### config.mk
export PLATFORM = sky130hd
export DESIGN_NAME = uart_rx_deframer
export DESIGN_NICKNAME = d
export VERILOG_FILES = /design/src/rtl/uart_rx_deframer_pkg.sv /design/src/rtl/uart_rx_deframer_sync2.sv /design/src/rtl/uart_rx_deframer.sv
export SDC_FILE = /design/constraint.sdc
export NUM_CORES = 1
export LEC_CHECK = 0
export ABC_CLOCK_PERIOD_IN_PS = 4500
export BUFFER_PORTS_ARGS = -buffer_cell sky130_fd_sc_hd__buf_4
export CAP_MARGIN = 40
export CORE_AREA = 4 4 49 73
export CTS_BUF_LIST = sky130_fd_sc_hd__clkbuf_16
export DETAILED_ROUTE_END_ITERATION = 12
export DIE_AREA = 0 0 53 77
export GPL_ROUTABILITY_DRIVEN = 0
export PLACE_DENSITY = 0.72
export SYNTH_ARGS = -nofsm -noshare
export SYNTH_HDL_FRONTEND = slang
export SYNTH_SLANG_ARGS = --single-unit
### constraint.sdc
create_clock -name clk -period 4.5 [get_ports clk]
set_input_delay 0.225 -clock clk [delete_from_list [all_inputs] [get_ports clk]]
set_output_delay 0.225 -clock clk [all_outputs]
set_load 0.05 [all_outputs]
### src/rtl/uart_rx_deframer_pkg.sv
// Shared UART definitions: FSM state encoding and oversampling constants.
// The same package serves the receive deframer and the transmit serializer
// so both sides agree on frame timing.
package uart_rx_deframer_pkg;

   typedef enum logic [2:0] {
      ST_IDLE      = 3'd0,
      ST_START     = 3'd1,
      ST_DATA      = 3'd2,
      ST_PARITY    = 3'd3,
      ST_STOP      = 3'd4,
      ST_WAIT_HIGH = 3'd5
   } uart_state_t;

   localparam int OVERSAMPLE = 16;  // s_ticks per bit
   localparam int MID_TICK   = 7;   // start-bit check point (mid start bit)

endpackage

### src/rtl/uart_rx_deframer_sync2.sv
// Two-flop synchronizer for an asynchronous single-bit input.
// Ports:
//   clk   - clock
//   reset - synchronous active-high reset, both flops load RST_VAL
//   d     - asynchronous input
//   q     - synchronized output (2 clk latency)
module uart_rx_deframer_sync2 #(
   parameter logic RST_VAL = 1'b1
) (
   input  logic clk,
   input  logic reset,
   input  logic d,
   output logic q
);

   logic meta;

   always_ff @(posedge clk) begin
      if (reset) begin
         meta <= RST_VAL;
         q    <= RST_VAL;
      end else begin
         meta <= d;
         q    <= meta;
      end
   end

endmodule

### src/rtl/uart_rx_deframer.sv
// UART receive deframer, 16x oversampled. Finds the start bit, samples each
// data bit mid-bit, checks optional parity and the stop bit, and delivers one
// word per frame with error flags.
// Ports:
//   clk, reset    - clock, synchronous active-high reset
//   s_tick        - 16x baud tick (one clk wide)
//   rx            - asynchronous serial line, idle high
//   dout          - last received word (held until next frame)
//   rx_done_tick  - one-clk pulse, dout and flags valid in the same cycle
//   parity_err    - parity mismatch on last frame
//   framing_err   - stop bit sampled low on last frame
//   break_det     - last frame was a line break
//   busy          - high whenever the FSM is not idle
module uart_rx_deframer
   import uart_rx_deframer_pkg::*;
#(
   parameter int n_data_bits = 8,
   parameter int sb_ticks    = 16,
   parameter bit parity_en   = 1'b0,
   parameter bit parity_odd  = 1'b0
) (
   input  logic                   clk,
   input  logic                   reset,
   input  logic                   s_tick,
   input  logic                   rx,
   output logic [n_data_bits-1:0] dout,
   output logic                   rx_done_tick,
   output logic                   parity_err,
   output logic                   framing_err,
   output logic                   break_det,
   output logic                   busy
);

   // s must reach both OVERSAMPLE-1 and sb_ticks-1
   localparam int SW = ($clog2(sb_ticks) > 4) ? $clog2(sb_ticks) : 4;
   localparam int NW = (n_data_bits > 1) ? $clog2(n_data_bits) : 1;

   localparam logic [SW-1:0] S_MID       = SW'(MID_TICK);
   localparam logic [SW-1:0] S_LAST_BIT  = SW'(OVERSAMPLE - 1);
   localparam logic [SW-1:0] S_LAST_STOP = SW'(sb_ticks - 1);
   localparam logic [NW-1:0] N_LAST      = NW'(n_data_bits - 1);

   uart_state_t            state;
   logic [SW-1:0]          s;
   logic [NW-1:0]          n;
   logic [n_data_bits-1:0] b;
   logic                   pbit;
   logic                   rx_s;

   uart_rx_deframer_sync2 #(.RST_VAL(1'b1)) u_sync (
      .clk   (clk),
      .reset (reset),
      .d     (rx),
      .q     (rx_s)
   );

   always_ff @(posedge clk) begin
      if (reset) begin
         state        <= ST_IDLE;
         s            <= '0;
         n            <= '0;
         b            <= '0;
         pbit         <= 1'b0;
         dout         <= '0;
         rx_done_tick <= 1'b0;
         parity_err   <= 1'b0;
         framing_err  <= 1'b0;
         break_det    <= 1'b0;
         busy         <= 1'b0;
      end else begin
         rx_done_tick <= 1'b0;
         case (state)
            // start detection is not tick-gated, so the edge is caught at clk resolution
            ST_IDLE: if (!rx_s) begin
               s     <= '0;
               state <= ST_START;
               busy  <= 1'b1;
            end
            ST_START: if (s_tick) begin
               if (s == S_MID) begin
                  if (!rx_s) begin
                     s     <= '0;
                     n     <= '0;
                     state <= ST_DATA;
                  end else begin
                     // low pulse shorter than half a bit: glitch
                     state <= ST_IDLE;
                     busy  <= 1'b0;
                  end
               end else begin
                  s <= s + 1'b1;
               end
            end
            ST_DATA: if (s_tick) begin
               if (s == S_LAST_BIT) begin
                  s <= '0;
                  b <= {rx_s, b[n_data_bits-1:1]};
                  if (n == N_LAST) state <= parity_en ? ST_PARITY : ST_STOP;
                  else             n     <= n + 1'b1;
               end else begin
                  s <= s + 1'b1;
               end
            end
            ST_PARITY: if (s_tick) begin
               if (s == S_LAST_BIT) begin
                  s     <= '0;
                  pbit  <= rx_s;
                  state <= ST_STOP;
               end else begin
                  s <= s + 1'b1;
               end
            end
            ST_STOP: if (s_tick) begin
               if (s == S_LAST_STOP) begin
                  s            <= '0;
                  dout         <= b;
                  rx_done_tick <= 1'b1;
                  framing_err  <= ~rx_s;
                  parity_err   <= parity_en & (^b ^ pbit ^ parity_odd);
                  break_det    <= (b == '0) & ~rx_s & (~pbit | ~parity_en);
                  if (rx_s) begin
                     state <= ST_IDLE;
                     busy  <= 1'b0;
                  end else begin
                     // line still low: wait for it to return high before rearming
                     state <= ST_WAIT_HIGH;
                  end
               end else begin
                  s <= s + 1'b1;
               end
            end
            ST_WAIT_HIGH: if (rx_s) begin
               state <= ST_IDLE;
               busy  <= 1'b0;
            end
            default: begin
               state <= ST_IDLE;
               busy  <= 1'b0;
            end
         endcase
      end
   end

endmodule

# Word-level counts from Yosys, hierarchy flattened
# Index checks and enable logic that the tools add are counted.
[word_totals]
ff_bits = 32
out_inout_bits = 13
word_cells = 88
[op_classes]
add_sub_neg = 2
n_eq_ne = 22
muxes = 35
n_bitwise = 5
reduce_logical = 13
[op_table]
columns = ["op", "n"]
rows = [
  ["$mux 3", 18],
  ["$ne 2x2->1 const B", 12],
  ["$mux 4", 5],
  ["$pmux 3 s6", 1],
  ["$pmux 4 s3", 1],
  ["$reduce_and 11->1", 1],
  ["$eq 3x3->1 const B", 3],
  ["$reduce_and 3->1", 3],
  ["$logic_not 8->1", 1],
  ["$mux 1", 7],
  ["$reduce_and 7->1", 1],
  ["$eq 3x2->1 const B", 2],
  ["$pmux 3 s2", 1],
  ["$reduce_and 6->1", 1],
  ["$reduce_or 3->1", 2],
  ["$pmux 1 s5", 1],
  ["$add 4x1->4 const B", 1],
  ["$eq 4x3->1 const B", 1],
  ["$eq 4x4->1 const B", 1],
  ["$ne 2x1->1 const B", 2],
  ["$not 1->1", 4],
  ["$add 3x1->3 const B", 1],
  ["$eq 3x1->1 const B", 1],
  ["$logic_not 3->1", 1],
  ["5 further kinds", 5],
]

# Longest topological paths before layout
[depth]
ltp_word = 5
ltp_mapped = 6

# Hierarchy
# Synthesis repeated with hierarchy kept, for this count alone.
[hier_totals]
hier_cells = 172
hier_area_um2 = 1577.8
[modules_own_cells]
columns = ["module", "instances", "cells_per_inst", "area_each_um2", "seq_area_each_um2"]
rows = [
  ["uart_rx_deframer", 1, 168, 1525.2, 600.6],
  ["uart_rx_deframer_sync2", 1, 4, 52.6, 40.0],
]

# Worst setup path after synthesis
# No wires, ideal clock.
[synth_timing]
path_type = "reg2reg"
from = "register s[0]"
to = "register s[2]"
setup_time_ps = 120
t_arrival_ps = 1626
required_time_ps = 4380
setup_slack_ps = 2754
path_stages_with_launch = 6
n_path_buf = 0
synth_period_minus_slack_ps = 1746
cell_sequence = "dfxtp_1 > ha_1 > and3b_4 > o311a_1 > o31a_1 > a211o_1"
[synth_between]
elab_chain_cells = 4
word_cells_on_any_way = 8
[synth_rtl]
columns = ["element", "line_no", "source"]
rows = [
  ["start: declaration", "uart_rx_deframer.sv:44", "logic [SW-1:0] s;"],
  ["start signal: assignment", "uart_rx_deframer.sv:91", "s <= s + 1'b1;"],
  ["start signal: assignment", "uart_rx_deframer.sv:101", "s <= s + 1'b1;"],
  ["start signal: assignment", "uart_rx_deframer.sv:110", "s <= s + 1'b1;"],
  ["$add 4x1->4 (tied with other cells)", "-", ""],
  ["$mux 4 (on tied branches)", "-", ""],
  ["$mux 4 (on tied branches)", "uart_rx_deframer.sv:113, uart_rx_deframer.sv:79", ""],
  ["$pmux 4 s3 *", "uart_rx_deframer.sv:72", "case (state)"],
]
# Every way passes the cells marked *; elsewhere a longest branch is shown, timed or not. The select of a mux whose other input is x is not followed.
# A chain may end at the register's enable or synchronous reset.

# Worst setup path in the final report
[layout_timing]
from = "register state[0]"
to = "register s[2]"
[layout_between]
elab_chain_cells = 4
word_cells_on_any_way = 11
[layout_rtl]
columns = ["element", "line_no", "source"]
rows = [
  ["start: declaration", "uart_rx_deframer.sv:43", "uart_state_t state;"],
  ["start signal: assignment", "uart_rx_deframer.sv:98", "if (n == N_LAST) state <= parity_en ? ST_PARITY : ST_STOP;"],
  ["$eq 3x3->1 / $eq 3x2->1 (equally long branches)", "uart_rx_deframer.sv:72", ""],
  ["$reduce_or 3->1 (no source line)", "-", ""],
  ["$ne 2x1->1 (no source line) / $reduce_bool 3->1 (equally long branches)", "-", ""],
  ["$reduce_and 3->1 (no source line)", "-", ""],
]
# Several ways; a longest one is shown, not always the timed one.

==> qor.txt <==
Worst EP required -> 4.66 ns
RSZ-0062 raised after global routing -> false
post-route ant nets -> 0
worst flop-to-flop path startpoint -> state[0]
reg2reg path depth -> 4
Final nets -> 195
status -> completed
Worst Skew -> 0.00596 ns
row cnt -> 24
first-pass GRT wire length -> 5550 um
clk buf depth -> 2
share of cells above drive strength 1 -> 0.175
syn nets -> 186
Met2 Routed Length -> 1770 um
cts repair resizes -> 0
HPWL after DPL -> 2370 um
Pwr Total -> 0.719 mW
most common cell after layout, fill and taps aside -> dfxtp_1
final slew viol count -> 0
Synth area leader -> dfxtp_1
Synth Flop Type -> dfxtp_1
slowest stage cell, crit path -> dfxtp_1
reg2reg end -> s[2]
hold worst-path end -> u_sync.meta
Setup CP Type -> register to register
Starting Density -> 0.534
period utilisation layout -> 0.422
VDD IR max -> 0.396 mV
ANT cells -> 0
Util after Layout -> 0.622
Setup crit start -> state[0]
pwr dens -> 397 nW/um2
Avg Inst Size Synth -> 8.70 um2
area post-placement -> 1650 um2
Async S/R FF share, synth -> 0
Max-slew headroom -> 0.570
Num CTS Buffers -> 5
H-tree depth -> 2
drc violations -> 0
Core ar. -> 2910 um2
Die Width -> 53 um
Vias per Instance -> 5.89
Cells after Synth -> 179
Crit Path Max Fanout -> 14
Global Route Usage Sum -> 0.184
worst hold path depth -> 2
1st-pass router iterations -> 4
vias in the first global route -> 1271
Cell variety after synth -> 52
Vias -> 1344
Detailed Route WL -> 3270 um
I/O pins -> 17
global route overflow -> 0
Initial DRC Count -> 39
Finished Cell Area -> 1810 um2
met3 wire len -> 131 um
clk_lat worst skew -> 0.27 ns
CTS Sinks -> 32
antenna violations before repair -> 0
final setup fails -> 0
Tmin final -> 1.90 ns
Yosys reg bits -> 32
EDFF count, synth -> 0
Critical Path Max Stage Delay -> 0.61 ns
P&R area growth vs syn -> 16.4%
R2R setup slack -> 2.60 ns
Hold Path Class -> primary input to register
Leakage -> 0.713 nW
number of port buffers -> 15
Final Hold Viols -> 0
highest metal used -> met4
post-CTS setup buffers -> 0
share of the synthesized area in the top cell type -> 0.412
Met1 Wirelength -> 1220 um
DR WL/cell -> 14.3 um
largest net degree at the start of global routing -> 32
post-synthesis sequential area ratio -> 0.412
number of max-cap violations -> 0
Setup TNS -> 0 ns
WP data arrival -> 2.06 ns
Post-CTS Hold Buffers -> 0
CP endpoint kind -> register
CTS tree -> yes
post-synthesis cell area -> 1560 um2
crit path cell chain -> inv_2 > o311a_1 > o31a_1 > a211o_1
Slew @ Worst Pin -> 0.644 ns
clock root cell -> clkbuf_16
Hold Startpoint -> rx
Syn. warnings -> 0
clock slew at reported path FFs -> 0.05 ns
most frequent cells in the layout -> 32 x dfxtp_1, 21 x nand2_1, 17 x nor2_1
startpoint types -> register
die area -> 4080 um2
fmax -> 526 MHz
DIE HEIGHT -> 77 um
cells taking the most area after synthesis -> dfxtp_1 41%, mux2i_1 5.1%, nand2_1 5.1%
==> report_power, final <==
group / total (mW) / internal [mW] / switching (mW)
registers: 0.300 / 0.288 / 0.0116
clock network: 0.371 / 0.257 / 0.113
logic: 0.0487 / 0.0182 / 0.0305
==> cell usage after synthesis, types with 2 or more instances <==
library cell  number
a2111oi_0          3
a211o_1            2
a211oi_1           2
a21oi_1           15
a31oi_1            3
a32o_1             2
buf_2              5
buf_4              2
clkbuf_1           4
dfxtp_1           32
ha_1               3
inv_1              2
inv_2              2
mux2i_1            8
nand2_1           21
nand3_1            5
nand4_1            3
nor2_1            17
nor2b_1            3
nor3_1             2
nor4_1             3
nor4b_1            2
o211ai_1           3
o21ai_0            4
o2bb2ai_1          3
or2_2              2
==> registers in the layout, summed over array words and instances, names as in the netlist <==
name          flops
state             3
framing_err       1
dout              8
u_sync.meta       1
b                 8
u_sync.q          1
s                 4
busy              1
rx_done_tick      1
break_det         1
n                 3
==> metrics by stage <==
stage / worst slack [ns] / instances / hold WS, ns
6_report: 2.60 / 228 / 0.131
5_1_grt: 2.46 / 228 / 0.127
4_1_cts: 2.62 / 228 / 0.124
3_5_place_dp: 2.64 / 220 / 0.398
3_3_place_gp: 2.64 / 220 / 0.391
2_1_floorplan: 2.75 / 179 / 0.329
==> cell families after synthesis <==
family                   after synthesis  synth area share
AND/OR/NAND/NOR                       68             0.224
AO/OA/AOI/OAI                         49             0.226
flip-flops                            32             0.412
buffers and inverters                 17            0.0547
multiplexers                           8            0.0514
adder cells (fa/ha/maj)                3            0.0241
other                                  1           0.00241
XOR/XNOR                               1           0.00563
==> final cells by class <==
class / count / area, um2
Clock buffer: 5 / 125
Clock inverter: 3 / 38.8
Fill cell: 264 / 1100
Inverter: 4 / 15.0
Multi-Input combinational cell: 130 / 831
Sequential cell: 32 / 641
Tap cell: 39 / 48.8
Timing Repair Buffer: 15 / 113
==> worst max-delay path, delay by kind of cell (launching register included) <==
kind,cells,cell delay [ns]
compound gates,3,0.99
buf+inv,1,0.18
flops,1,0.61
==> metal layers <==
| layer | track usage | vias to the layer above |
|---|---|---|
| li1 | - | 677 |
| met2 | 0.308 | 29 |
| met5 | 0 | - |
| met1 | 0.181 | 627 |
| met4 | 0.136 | 0 |
| met3 | 0.0562 | 11 |
==> worst max-delay path by stage <==
| stage | endpoint | slack (ns) | cells past startpoint |
|---|---|---|---|
| CTS | n[2] | 2.62 | 4 |
| global placement | n[2] | 2.64 | 4 |
| detailed placement | s[2] | 2.64 | 5 |
| finish | s[2] | 2.60 | 4 |
| global route | n[1] | 2.46 | 4 |
| floorplan | s[2] | 2.75 | 5 |
Note: power is estimated with default switching activity, not from simulation.
